### config.mk
export PLATFORM = sky130hd
export DESIGN_NAME = booth_r4_seq_ctrl
export DESIGN_NICKNAME = d
export VERILOG_FILES = /design/src/rtl/booth_pkg.sv /design/src/rtl/booth_r4_pp_gen.sv /design/src/rtl/booth_r4_seq_ctrl.sv
export SDC_FILE = /design/constraint.sdc
export NUM_CORES = 1
export LEC_CHECK = 0
export ABC_AREA = 1
export ABC_CLOCK_PERIOD_IN_PS = 10500
export BUFFER_PORTS_ARGS = -buffer_cell sky130_fd_sc_hd__buf_2
export CORE_ASPECT_RATIO = 0.5
export CORE_UTILIZATION = 42
export CTS_CLUSTER_DIAMETER = 150
export DETAILED_ROUTE_END_ITERATION = 7
export MAX_ROUTING_LAYER = met4
export SLEW_MARGIN = 20
export SYNTH_ARGS = -nofsm -noshare
export SYNTH_HDL_FRONTEND = slang
export SYNTH_SLANG_ARGS = --single-unit
### constraint.sdc
create_clock -name clk -period 10.5 [get_ports clk]
set_input_delay 2.1 -clock clk [delete_from_list [all_inputs] [get_ports clk]]
set_output_delay 2.1 -clock clk [all_outputs]
set_load 0.01 [all_outputs]
### src/rtl/booth_pkg.sv
// Shared types and helpers for the radix-4 Booth sequential multiplier.
// Optional feature macro used by the controller: BOOTH_APPROX_EN.
package booth_pkg;

  // Controller states.
  typedef enum logic [1:0] {
    IDLE = 2'd0,
    RUN  = 2'd1,
    DONE = 2'd2
  } booth_state_e;

  // One Booth digit: magnitude 0 (zero), 1x or 2x (two), and sign (neg).
  typedef struct packed {
    logic neg;
    logic two;
    logic zero;
  } booth_digit_t;

  // Accumulator width for an n x n product: 2n bits plus two guard bits
  // so the signed partial products never overflow the running sum.
  function automatic int unsigned booth_acc_w(input int unsigned n);
    return 2 * n + 2;
  endfunction

  // Triplet {y[2i+1], y[2i], y[2i-1]} to digit control.
  function automatic booth_digit_t booth_decode(input logic [2:0] trip);
    booth_digit_t d;
    case (trip)
      3'b000, 3'b111: d = '{neg: 1'b0, two: 1'b0, zero: 1'b1};
      3'b001, 3'b010: d = '{neg: 1'b0, two: 1'b0, zero: 1'b0};
      3'b011:         d = '{neg: 1'b0, two: 1'b1, zero: 1'b0};
      3'b100:         d = '{neg: 1'b1, two: 1'b1, zero: 1'b0};
      3'b101, 3'b110: d = '{neg: 1'b1, two: 1'b0, zero: 1'b0};
      default:        d = '{neg: 1'b0, two: 1'b0, zero: 1'b1};
    endcase
    return d;
  endfunction

endpackage

### src/rtl/booth_r4_pp_gen.sv
// Radix-4 Booth partial-product generator: selects 0, x or 2x and
// negates in two's complement, producing an (N+2)-bit signed value.
module booth_r4_pp_gen
  import booth_pkg::*;
#(
  parameter int N = 32
) (
  input  logic [N-1:0]  i_x,
  input  booth_digit_t  i_dig,
  output logic [N+1:0]  o_pp
);

  logic [N+1:0] w_mag;

  // Magnitude select followed by optional negation.
  always_comb begin
    w_mag = '0;
    if (!i_dig.zero) begin
      w_mag = i_dig.two ? {1'b0, i_x, 1'b0} : {2'b00, i_x};
    end
    o_pp = i_dig.neg ? (~w_mag + (N+2)'(1)) : w_mag;
  end

endmodule

### src/rtl/booth_r4_seq_ctrl.sv
// Iterative radix-4 Booth multiplier controller: one Booth digit per clock
// into a 2N+2-bit accumulator, valid/ready handshake on both sides.
// Optional macro BOOTH_APPROX_EN adds cfg_approx, which rounds the low M
// bits of the multiplicand to a single majority bit at capture.
//
// state | meaning
// IDLE  | waiting for an operand pair (in_ready high)
// RUN   | retiring one Booth digit per cycle, K+1 cycles
// DONE  | product presented on out_p until out_ready
module booth_r4_seq_ctrl
  import booth_pkg::*;
#(
  parameter int N = 32,
  parameter int K = N / 2,
  parameter int M = 32
) (
  input  logic           clk,
  input  logic           rst,
  input  logic           in_valid,
  output logic           in_ready,
  input  logic [N-1:0]   in_x,
  input  logic [N-1:0]   in_y,
  output logic           out_valid,
  input  logic           out_ready,
  output logic [2*N-1:0] out_p,
  output logic           busy
`ifdef BOOTH_APPROX_EN
  ,
  input  logic           cfg_approx
`endif
);

  localparam int AW = booth_acc_w(N);
  localparam int CW = $clog2(K + 1);
  localparam logic [CW-1:0] LAST_DIGIT = CW'(K);

  booth_state_e   r_state;
  booth_state_e   w_state_nxt;
  logic [N-1:0]   r_x;
  logic [N-1:0]   w_x_cap;
  logic [N+2:0]   r_y;
  logic [CW-1:0]  r_cnt;
  logic [AW-1:0]  r_acc;
  logic [AW-1:0]  w_pp_sh;
  logic [AW-1:0]  w_acc_nxt;
  logic [2*N-1:0] r_out_p;
  logic [N+1:0]   w_pp;
  booth_digit_t   w_dig;
  logic           w_accept;
  logic           w_last;

  assign w_accept = in_valid && in_ready;
  assign w_last   = (r_cnt == LAST_DIGIT);

  // r_y is shifted right two bits per digit, so the current triplet is
  // always its bottom three bits (bit 0 starts as y[-1] = 0).
  assign w_dig = booth_decode(r_y[2:0]);

  booth_r4_pp_gen #(
    .N (N)
  ) u_pp_gen (
    .i_x   (r_x),
    .i_dig (w_dig),
    .o_pp  (w_pp)
  );

  assign w_pp_sh   = {{N{w_pp[N+1]}}, w_pp} << {r_cnt, 1'b0};
  assign w_acc_nxt = r_acc + w_pp_sh;

`ifdef BOOTH_APPROX_EN
  localparam int PW = $clog2(N + 1) + 1;
  logic [PW-1:0] w_pop;

  // Multiplicand capture value: low M-1 bits cleared, bit M-1 becomes the
  // majority vote of the original low M bits.
  always_comb begin
    w_pop = '0;
    for (int i = 0; i < M; i++) begin
      w_pop = w_pop + PW'(in_x[i]);
    end
    w_x_cap = in_x;
    if (cfg_approx) begin
      w_x_cap        = in_x & ({N{1'b1}} << M);
      w_x_cap[M-1]   = (w_pop > PW'(M / 2));
    end
  end
`else
  assign w_x_cap = in_x;
`endif

  // State register.
  always_ff @(posedge clk) begin
    if (rst) r_state <= IDLE;
    else     r_state <= w_state_nxt;
  end

  // Next-state logic.
  always_comb begin
    w_state_nxt = r_state;
    case (r_state)
      IDLE:    if (w_accept) w_state_nxt = RUN;
      RUN:     if (w_last) w_state_nxt = DONE;
      DONE:    if (out_ready) w_state_nxt = IDLE;
      default: w_state_nxt = IDLE;
    endcase
  end

  // Handshake and status outputs decoded from the state.
  always_comb begin
    in_ready  = (r_state == IDLE) && !rst;
    out_valid = (r_state == DONE);
    busy      = (r_state != IDLE);
    out_p     = r_out_p;
  end

  // Operand capture, digit counter, accumulator and product register.
  always_ff @(posedge clk) begin
    if (rst) begin
      r_x     <= '0;
      r_y     <= '0;
      r_cnt   <= '0;
      r_acc   <= '0;
      r_out_p <= '0;
    end else begin
      case (r_state)
        IDLE: begin
          if (w_accept) begin
            r_x   <= w_x_cap;
            r_y   <= {2'b00, in_y, 1'b0};
            r_cnt <= '0;
            r_acc <= '0;
          end
        end
        RUN: begin
          r_acc <= w_acc_nxt;
          r_y   <= {2'b00, r_y[N+2:2]};
          if (w_last) r_out_p <= w_acc_nxt[2*N-1:0];
          else        r_cnt   <= r_cnt + CW'(1);
        end
        default: begin
        end
      endcase
    end
  end

endmodule
# Word level (Yosys, flattened, before mapping)
# Memory sizes are Yosys's and may differ from the RTL's. A register that Yosys moved wholly into a read port is not among the register bits.
# Cells that the tools add are included.
# word_totals
mem_bits_ro	24
output_inout_bits	67
register_bits	204
wordCells	46
n_memories	1
# classes
n_addsub	3
bitwise	1
n_shift	1
n_reduce_logical	11
n_eq_ne	7
muxes	16
# memory_table
name	depth	word_bits	read_ports	rd_ports_with_merged_regs	wr	line_no	text
(name not given)	8	3	1	1	0	booth_pkg.sv:28	case (trip)
# ops
op	n
$pmux 66 s2	1
$pmux 35 s2	1
$mux 34	2
$add 66x66->66	1
$mux 66	1
$shl 66x6->66	1
$mux 35	1
$add 34x1->34 const B	1
$not 34->34	1
$mux 33	1
$mux 5	2
$pmux 5 s2	1
$mux 2	3
$mux 3	2
$ne 2x2->1 const B	3
$pmux 2 s3	1
$reduce_and 2->1	3
$reduce_and 3->1	2
$add 5x1->5 const B	1
$eq 5x5->1 const B	1
$reduce_bool 2->1	2
$eq 2x1->1 const B	1
$eq 2x2->1 const B	1
$logic_and 1x1->1	2
other kinds (3)	3

# Logic depth before layout (Yosys ltp)
# Gate-level depths: netlist of the first run.
# logic_depth
ltp_word	8
depth_mapped	41

# Modules after synthesis
# A second synthesis of the first run with hierarchy kept.
# hier_totals
hier_cells	2966
hier_area_um2	16911.2
# by_module_without_submodules
module	area_each_um2	seq_area_each_um2	n_inst	cells_each
booth_r4_seq_ctrl	15110.7	4063.9	1	2607
booth_r4_pp_gen	1800.5	0.0	1	359

# Worst setup path after synthesis of the first run
# OpenSTA, ideal clock, no wires.
# synth_path
kind	in2out
startpoint	input port rst
endpoint	output port in_ready
setup_slack_ps	6101
path_buffers	0
path_stages	1
t_arrival_ps	2299
required_ps	8400
path_cell_list	nor2_1
# synth_via
elab_chain_cells	2
# synth_lines
element	line_no	text
start, declared	booth_r4_seq_ctrl.sv:18	input logic rst,
$logic_not 1->1	booth_r4_seq_ctrl.sv:110	in_ready = (r_state == IDLE) && !rst;
$logic_and 1x1->1	booth_r4_seq_ctrl.sv:110	
end, declared	booth_r4_seq_ctrl.sv:20	output logic in_ready,
# No other way between the ends.

# Worst setup path in the final report of the first run
# layout_path
startpoint	register w_dig[0] (netlist name)
endpoint	register r_acc[56]
# layout_via
elab_chain_cells	7
# layout_lines
element	line_no	text
$mux 34 *	booth_r4_pp_gen.sv:18	if (!i_dig.zero) begin
$not 34->34	booth_r4_pp_gen.sv:21	o_pp = i_dig.neg ? (~w_mag + (N+2)'(1)) : w_mag;
$add 34x1->34	booth_r4_pp_gen.sv:21	
$mux 34 *	booth_r4_pp_gen.sv:21	
$shl 66x6->66 *	booth_r4_seq_ctrl.sv:67	assign w_pp_sh = {{N{w_pp[N+1]}}, w_pp} << {r_cnt, 1'b0};
$add 66x66->66 *	booth_r4_seq_ctrl.sv:68	assign w_acc_nxt = r_acc + w_pp_sh;
$pmux 66 s2 *	booth_r4_seq_ctrl.sv:125	case (r_state)
end signal, assigned	booth_r4_seq_ctrl.sv:135	r_acc <= w_acc_nxt;
end, declared	booth_r4_seq_ctrl.sv:43	logic [AW-1:0] r_acc;
# Mark *: on every way between the ends. The rest lies on a longest branch, timed or not.
# A chain may end at the register's enable or synchronous reset.

==> results.ini, run 1 <==
[status]
outcome=complete, no violations

[layout]
seq_area_mm2=0.00406
syn_to_final_growth_pct=10.2
fin_nets=2657
layout_commonest_cell=nand2_1
layout-drive-gt1-share=0.103
multi_input_area_mm2=0.00977
layout_common_cells=694 x nand2_1, 251 x inv_1, 204 x o21ai_0
nFillCells=3997
stdcell_area_mm2=0.0169

[synthesis]
synth-compound-area-share=0.219
ys_seq_area_frac=0.265
synth_top_family_by_area=simple AND/OR/NAND/NOR gates
synth-main-ff-cell=dfxtp_1
avgSynthCellArea_um2=6.23
syn-cell-area_mm2=0.0153
synth_warnings=0
ys_seq_elements=203
synth_simple_gate_area_frac=0.313
muxShareOfSynthArea=0.00522
synth-adder-area-share=0.0551
async_flop_share=0
syn-num-nets=2600
synth-xor-area-share=0.0433
yosys.cell_types.count=60
syn_inst=2465
synth_edf_count=0

[flow_run]
maxCapViolations=0

[grt]
grt_pass1_vias=14300
gr-total-overflow=0
grt_max_degree=92
grt_pass1_wl_um=81300
antenna_found_initial=2
grt_usage=0.287

[drt]
dr_total_vias=16000
firstDrtPassIters=6
route.detailed.drc=0
wirelength_um=52600
avgRoutedWirePerCell_um=17.4
ant_nets=0
viasPerCell=5.29
drtIter0Drc=1334

[timing]
fin_crit_ps=5940
worst_pin_slew_ps=980
fmax_mhz=168
finalSetupViolations=0
fin_setup_tns_ps=0
grt_setup_unrepaired=no
slew_viol_final=0
hold_viol_final=0
fin_crit_sh=0.566
fin_worst_skew_ps=17.4
fin_ws_ps=4560
slew_headroom=0.343

[floorplanning]
initial_core_util=0.427
die_area_mm2=0.0374
io_pins=135
row_count=49
core_mm2=0.0359
die_w_um=272
die_y_um=137

[power]
p_leak_uw=0.00830
peakVddDrop_mv=0.101
pwr_density_cell_mw_per_mm2=170

[placed_design]
place.port_buffers=134
place_area_mm2=0.0162
preCtsSetupSlack_ps=4770
dp_hpwl_um=40600
globalplace.congestion=0.993

[clock_network]
clockRootBuffer=clkbuf_16
cts_resized=0
cts.path.max_buffers=3
h-tree-depth=1
post-cts-setup-buffers=0
cts.clk_slew.worst_paths_ps=70
ctsHoldBuffers=0
cts_tree=done
cts_num_sinks=203
clock_latency_ps=540
numCtsBuffers=21

[critical_path]
cpPeakStageDelay_ps=770
cp_slowest_cell=a211oi_1
crit_path_max_fanout=29
crit_path_end_kind=flip-flop
arrival_ps=6410
cp.required_ps=10960
startpoint_type=flip-flop
critPathKind=flip-flop to flip-flop

[hold_path]
min_path_type=flip-flop to flip-flop

synthesized netlist by cell type, types with 7 or more instances:
library cell / n / area share
nor2_2: 7 / 0.0029
mux2i_1: 8 / 0.0052
nand2_1: 694 / 0.17
buf_2: 22 / 0.0072
inv_1: 253 / 0.062
nor2_1: 183 / 0.045
a31oi_1: 52 / 0.021
dfxtp_1: 203 / 0.26
a21oi_1: 181 / 0.059
nand4_1: 10 / 0.0041
xnor2_1: 17 / 0.0097
o21ai_0: 204 / 0.067
buf_1: 10 / 0.0024
nor4_1: 8 / 0.0033
o21ai_2: 11 / 0.0063
nand2_2: 12 / 0.0049
nand3_2: 16 / 0.010
o21ai_1: 36 / 0.012
nor3_1: 15 / 0.0049
o21bai_1: 60 / 0.029
a21o_1: 11 / 0.0054
ha_1: 66 / 0.054
clkbuf_1: 79 / 0.019
xor2_1: 57 / 0.033
nand3_1: 172 / 0.056
registers in the layout, indices dropped and copies added, names as in the netlist:
register / count
out_p: 64
r_state: 2
r_y: 33
r_x: 32
r_acc: 64
r_cnt: 5
w_dig: 3
worst paths after layout:
kind	from	endpoint	slack [ps]	cells after the start
hold reg to reg	out_p[1]	out_p[1]	460	2
setup reg to reg	w_dig[0]	r_acc[56]	4560	29
setup / recovery	w_dig[0]	r_acc[56]	4560	29
hold / removal	out_p[1]	out_p[1]	460	2
cell families (layout without fill, tap and decap cells):
| kind of cell | count (synthesis) | in the layout |
|---|---|---|
| simple gates | 1140 | 1140 |
| compound gates | 590 | 590 |
| buf+inv | 382 | 451 |
| flops | 203 | 203 |
| xor+xnor | 75 | 75 |
| fa+ha+maj | 67 | 67 |
| mux | 8 | 8 |
| other cells | 0 | 2 |
power by group:
part	switching (uW)	internal, uW
Sequential	24.8	816
Combinational	905	366
Clock	339	417
critical path, delay by kind of cell, from the launching register on:
family	cells	cell delay (ps)
adder cells (fa/ha/maj)	1	440
buffers and inverters	3	430
AO/OA/AOI/OAI	8	2310
AND/OR/NAND/NOR	17	2170
flip-flops	1	480
final cells by class:
class / count / share of cell area
tap: 484 / 0.0358
sequential: 203 / 0.240
timing repair buffer: 153 / 0.0481
clock buffer: 24 / 0.0317
antenna: 2 / 0.000296
multi-input combinational: 1880 / 0.578
clock inverter: 11 / 0.00703
inverter: 263 / 0.0587
metal layers:
| layer | share of wire | up-vias | track usage |
|---|---|---|---|
| li1 | - | 8195 | - |
| met1 | 0.52 | 7335 | 0.419 |
| met2 | 0.40 | 403 | 0.414 |
| met3 | 0.059 | 54 | 0.0470 |
| met4 | 0.016 | 0 | 0.0506 |
| met5 | 0 | - | - |
per-stage QoR:
stage	utilization	hold slack, ps	std cells	power, uW
5_1_grt	0.471	487	3020	3040
6_report	0.471	462	3020	2870
3_5_place_dp	0.452	453	2983	2100
4_1_cts	0.470	466	3018	2870
2_1_floorplan	-	441	2465	1730
3_3_place_gp	0.452	448	2983	2100
Power figures use the tool's default switching activity.
==> run 2: changes to the inputs <==
--- a/config.mk
+++ b/config.mk
@@ -6,7 +6,7 @@
 export NUM_CORES = 1
 export LEC_CHECK = 0
 export ABC_AREA = 1
-export ABC_CLOCK_PERIOD_IN_PS = 10500
+export ABC_CLOCK_PERIOD_IN_PS = 5450
 export BUFFER_PORTS_ARGS = -buffer_cell sky130_fd_sc_hd__buf_2
 export CORE_ASPECT_RATIO = 0.5
 export CORE_UTILIZATION = 42
==> constraint.sdc (replaced) <==
create_clock -name clk -period 5.45 [get_ports clk]
set_input_delay 1.09 -clock clk [delete_from_list [all_inputs] [get_ports clk]]
set_output_delay 1.09 -clock clk [all_outputs]
set_load 0.01 [all_outputs]
==> results.ini, run 2 (same netlist as run 1, synthesis figures left out) <==
[grt]
grt_busiest_layer=met1
gr-total-overflow=0
antenna_found_initial=1
gr-usage-met1=0.410
met2_usage=0.408
grt_pass1_wl_um=80900
grt_max_degree=90
globalRouteMet3Util=0.0447
grt_usage=0.283
grt_pass1_vias=14700

[layout]
layout_commonest_cell=nand2_1
layout-drive-gt1-share=0.143
layout_common_cells=692 x nand2_1, 250 x inv_1, 202 x dfxtp_1
fin_nets=2726
syn_to_final_growth_pct=15.9
layout.cells.non_filler=3090
fin_util=0.495

[clock_network]
cts.path.max_buffers=3
clockRootBuffer=clkbuf_16
h-tree-depth=1
cts_tree=done
ctsHoldBuffers=0
clock_latency_ps=550
cts_num_sinks=203
numCtsBuffers=22
cts.clk_slew.worst_paths_ps=60

[placed_design]
dp_hpwl_um=39800
globalplace.congestion=1.02
place.port_buffers=134
preCtsSetupSlack_ps=122
dp.cells=3048

[critical_path]
crit_path_max_fanout=31
path_delay_family=compound AO/OA/AOI/OAI gates
cpPeakStageDelay_ps=390
crit-reg2reg-launch=w_dig[1]
crit_path_end_kind=flip-flop
startpoint_type=flip-flop
critPathKind=flip-flop to flip-flop
regToRegSetupSlack_ps=280
rr_worst_depth=27
cp_slowest_cell=dfxtp_4
r2r-end=r_acc[29]
cp.required_ps=5920
critPathLaunch=w_dig[1]
critPathBufInv=4
cp_num_cells=27
cp-endpoint=r_acc[29]
path_common_cell=a21oi_1
arrival_ps=5640

[hold_path]
min_path_type=flip-flop to flip-flop

[status]
outcome=complete, but fails checks
violations=design-rule violations

[floorplanning]
initial_core_util=0.427
core_mm2=0.0359
row_count=49
die_w_um=272
die_area_mm2=0.0374
die_y_um=137
io_pins=135

[timing]
fin_worst_skew_ps=21.1
slew_headroom=0.284
fin_crit_sh=0.948
hold_viol_final=0
worst_pin_slew_ps=1070
fin_ws_ps=281
slew_viol_final=0
fmax_mhz=193
finalSetupViolations=0
fin_crit_ps=5170

[power]
p_leak_uw=0.00877
pwr_density_cell_mw_per_mm2=332
peakVddDrop_mv=0.212

[drt]
ant_nets=0
route.detailed.drc=2
viasPerCell=5.28
dr_total_vias=16300
avgRoutedWirePerCell_um=16.9
wirelength_um=52200
drtIter0Drc=1444
firstDrtPassIters=7

[flow_run]
maxCapViolations=0

run 2: worst min-delay path by stage:
| stage | from | endpoint | slack, ps | cells after the start |
|---|---|---|---|---|
| after detailed placement | out_p[0] | out_p[0] | 450 | 2 |
| after floorplan | r_y[31] | r_y[31] | 440 | 2 |
| after CTS | out_p[0] | out_p[0] | 460 | 2 |
| final | out_p[0] | out_p[0] | 460 | 2 |
| after global placement | out_p[0] | out_p[0] | 450 | 2 |
| after global routing | r_acc[35] | r_acc[35] | 490 | 2 |
run 2: per-layer routing:
| metal | part of all wire | vias to the layer above | wire, um |
|---|---|---|---|
| met5 | 0 | - | 0 |
| met4 | 0.021 | 0 | 1070 |
| met3 | 0.066 | 63 | 3450 |
| met2 | 0.41 | 451 | 21200 |
| met1 | 0.51 | 7436 | 26400 |
| li1 | - | 8360 | - |
run 2: stage by stage:
stage               hold slack (ps)  TNS (ps)  area, um2  total power, uW
detailed placement              452         0      16700             4150
finish                          463         0      17800             5900
global route                    486      -280      17800             6260
floorplan                       441         0      15300             3340
global placement                448         0      16700             4140
CTS                             462         0      17500             5820
run 2: layout make-up:
type	count	area, um2
antenna	1	2.50
inverter	263	1000
clock inverter	9	168
timing repair buffer	221	1350
tap	484	606
clock buffer	29	607
multi-input combinational	1880	9980
sequential	203	4070
fill	3874	18100
run 2: report_power, final:
part | internal, uW | leakage, uW | switching, uW
Sequential | 1570 | 0.00165 | 46.7
Clock | 977 | 0.000379 | 678
Combinational | 852 | 0.00673 | 1770
Total | 3400 | 0.00877 | 2500
run 2: repair_timing:
| item | 4_1_cts | 5_1_grt |
|---|---|---|
| setup endpoints to repair | 0 | 52 |
| gates resized for setup | 0 | 64 |
| setup buffers | 0 | 2 |
run 2: tightest hold or removal path: stages, from the launching register on:
cell     delay, ps
dfxtp_1        310
nand2_1         60
a21oi_1         50
==> run 3: changes to the inputs <==
==> constraint.sdc (replaced) <==
create_clock -name clk -period 5.45 [get_ports clk]
set_input_delay 0.545 -clock clk [delete_from_list [all_inputs] [get_ports clk]]
set_output_delay 0.545 -clock clk [all_outputs]
set_load 0.01 [all_outputs]
==> results.ini, run 3 (same netlist as run 1, synthesis figures left out) <==
[layout]
layout_commonest_cell=nand2_1
layout_common_cells=693 x nand2_1, 250 x inv_1, 203 x dfxtp_1
diodes=0
nFillCells=3876
layout.cells.non_filler=3090
layout-drive-gt1-share=0.142
syn_to_final_growth_pct=15.6
fin_nets=2725

[timing]
worst_pin_slew_ps=1050
slew_viol_final=0
fin_crit_sh=0.948
fin_crit_ps=5170
fmax_mhz=194
hold_slack_ps=191
fin_worst_skew_ps=14.4
slew_headroom=0.297
hold_viol_final=0
grt_setup_unrepaired=yes
finalSetupViolations=0

[critical_path]
crit_path_max_fanout=34
crit_path_end_kind=flip-flop
cp_slowest_cell=a221oi_2
startpoint_type=flip-flop
rr_worst_depth=32
cp.required_ps=5900
arrival_ps=5620
path_delay_family=simple AND/OR/NAND/NOR gates
regToRegSetupSlack_ps=280
critPathBufInv=5
cpPeakStageDelay_ps=410
critPathKind=flip-flop to flip-flop
crit-reg2reg-launch=w_dig[1]
r2r-end=out_p[62]
path_common_cell=nand2_1

[power]
p_clk_frac=0.282
power_frac_comb=0.444
p_int_uw=3400
p_leak_uw=0.00875
seqPwrFrac=0.274
switching_share=0.424
peakVddDrop_mv=0.231
pwr_density_cell_mw_per_mm2=333
p_switching_uw=2500

[floorplanning]
initial_core_util=0.427
io_pins=135
die_y_um=137
row_count=49
die_area_mm2=0.0374
core_mm2=0.0359
die_w_um=272

[grt]
grt_pass1_vias=14700
gr-total-overflow=0
grt_pass1_wl_um=81100
grt_usage=0.283
antenna_found_initial=0
grt_max_degree=92

[hold_path]
worstHoldPathCells=3
min_path_type=input pin to flip-flop
min_from=in_x[15]
whs_endpoint=r_x[15]

[clock_network]
h-tree-depth=1
cts_tree=done
clockRootBuffer=clkbuf_16
cts_num_sinks=203
numCtsBuffers=22
cts.clk_slew.worst_paths_ps=70
ctsHoldBuffers=0
clock_latency_ps=550
cts.path.max_buffers=3

[placed_design]
globalplace.congestion=1.02
place.port_buffers=134
dp.cells=3048
dp_hpwl_um=39800

[drt]
ant_nets=0
firstDrtPassIters=7
route.detailed.drc=0
drtIter0Drc=1614
viasPerCell=5.32
avgRoutedWirePerCell_um=16.9
wirelength_um=52100
dr_total_vias=16400

[flow_run]
maxCapViolations=0

[status]
outcome=complete, no violations

## run 3: cell count changes in the layout (fill, tap and decap cells not counted), sizes merged
| cell | previous run | this run |
|---|---|---|
| clkinv | 10 | 5 |
| bufinv | 4 | 3 |
| clkbuf | 30 | 32 |
| inv | 258 | 260 |
| clkinvlp | 0 | 3 |
| diode | 1 | 0 |
## run 3: worst max path at each step
stage | to | startpoint | slack (ps) | cells after the start
CTS | r_acc[55] | w_dig[1] | 100 | 29
finish | out_p[62] | w_dig[1] | 280 | 32
detailed placement | r_acc[55] | w_dig[1] | 130 | 29
global placement | r_acc[55] | w_dig[1] | 140 | 29
global route | out_p[62] | w_dig[1] | -80 | 30
floorplan | r_acc[58] | w_dig[1] | 1050 | 34
## run 3: area by class of cell
cell class / instances / area (um2) / area share
flip-flops and latches: 203 / 4060 / 0.229
multi-input cells: 1880 / 9950 / 0.561
clock buffers: 32 / 658 / 0.0371
well taps: 484 / 606 / 0.0341
repair buffers: 220 / 1330 / 0.0749
inverters: 263 / 995 / 0.0561
clock inverters: 8 / 134 / 0.00755
## run 3: worst register-to-register path: cells and delay by family (launching register included)
family / cells / cell delay (ps)
buf+inv: 5 / 530
flops: 1 / 320
compound gates: 10 / 1810
simple gates: 15 / 1840
xor+xnor: 1 / 210
fa+ha+maj: 1 / 360
## run 3: per-layer routing
layer,vias to the layer above,global-route usage,share of wire,wire length [um]
li1,8346,-,-,-
met2,462,0.408,0.40,21000
met4,0,0.0621,0.023,1220
met3,72,0.0304,0.060,3120
met5,-,-,0,0
met1,7560,0.418,0.51,26800
## run 3: power groups by stage
stage                     logic (uW)  clock network, uW  registers [uW]
after floorplan                 1700                  0            1640
after global placement          2500                  0            1650
after detailed placement        2500                  0            1650
after CTS                       2510               1700            1620
after global routing            2860               1750            1630
final                           2620               1670            1620
## run 3: what timing repair did
item,CTS,global route
setup endpoints to repair,0,46
resized for setup,0,51
setup buffers,0,2
## run 3: metrics by stage
stage               instance area (um2)  setup TNS (ps)  worst slack [ps]  total power, uW  utilization
floorplan                         15300               0              1050             3340            -
global placement                  16700               0               138             4140        0.466
detailed placement                16700               0               133             4150        0.466
CTS                               17500               0               103             5830        0.488
global route                      17700            -244             -78.4             6240        0.494
finish                            17700               0               282             5900        0.494
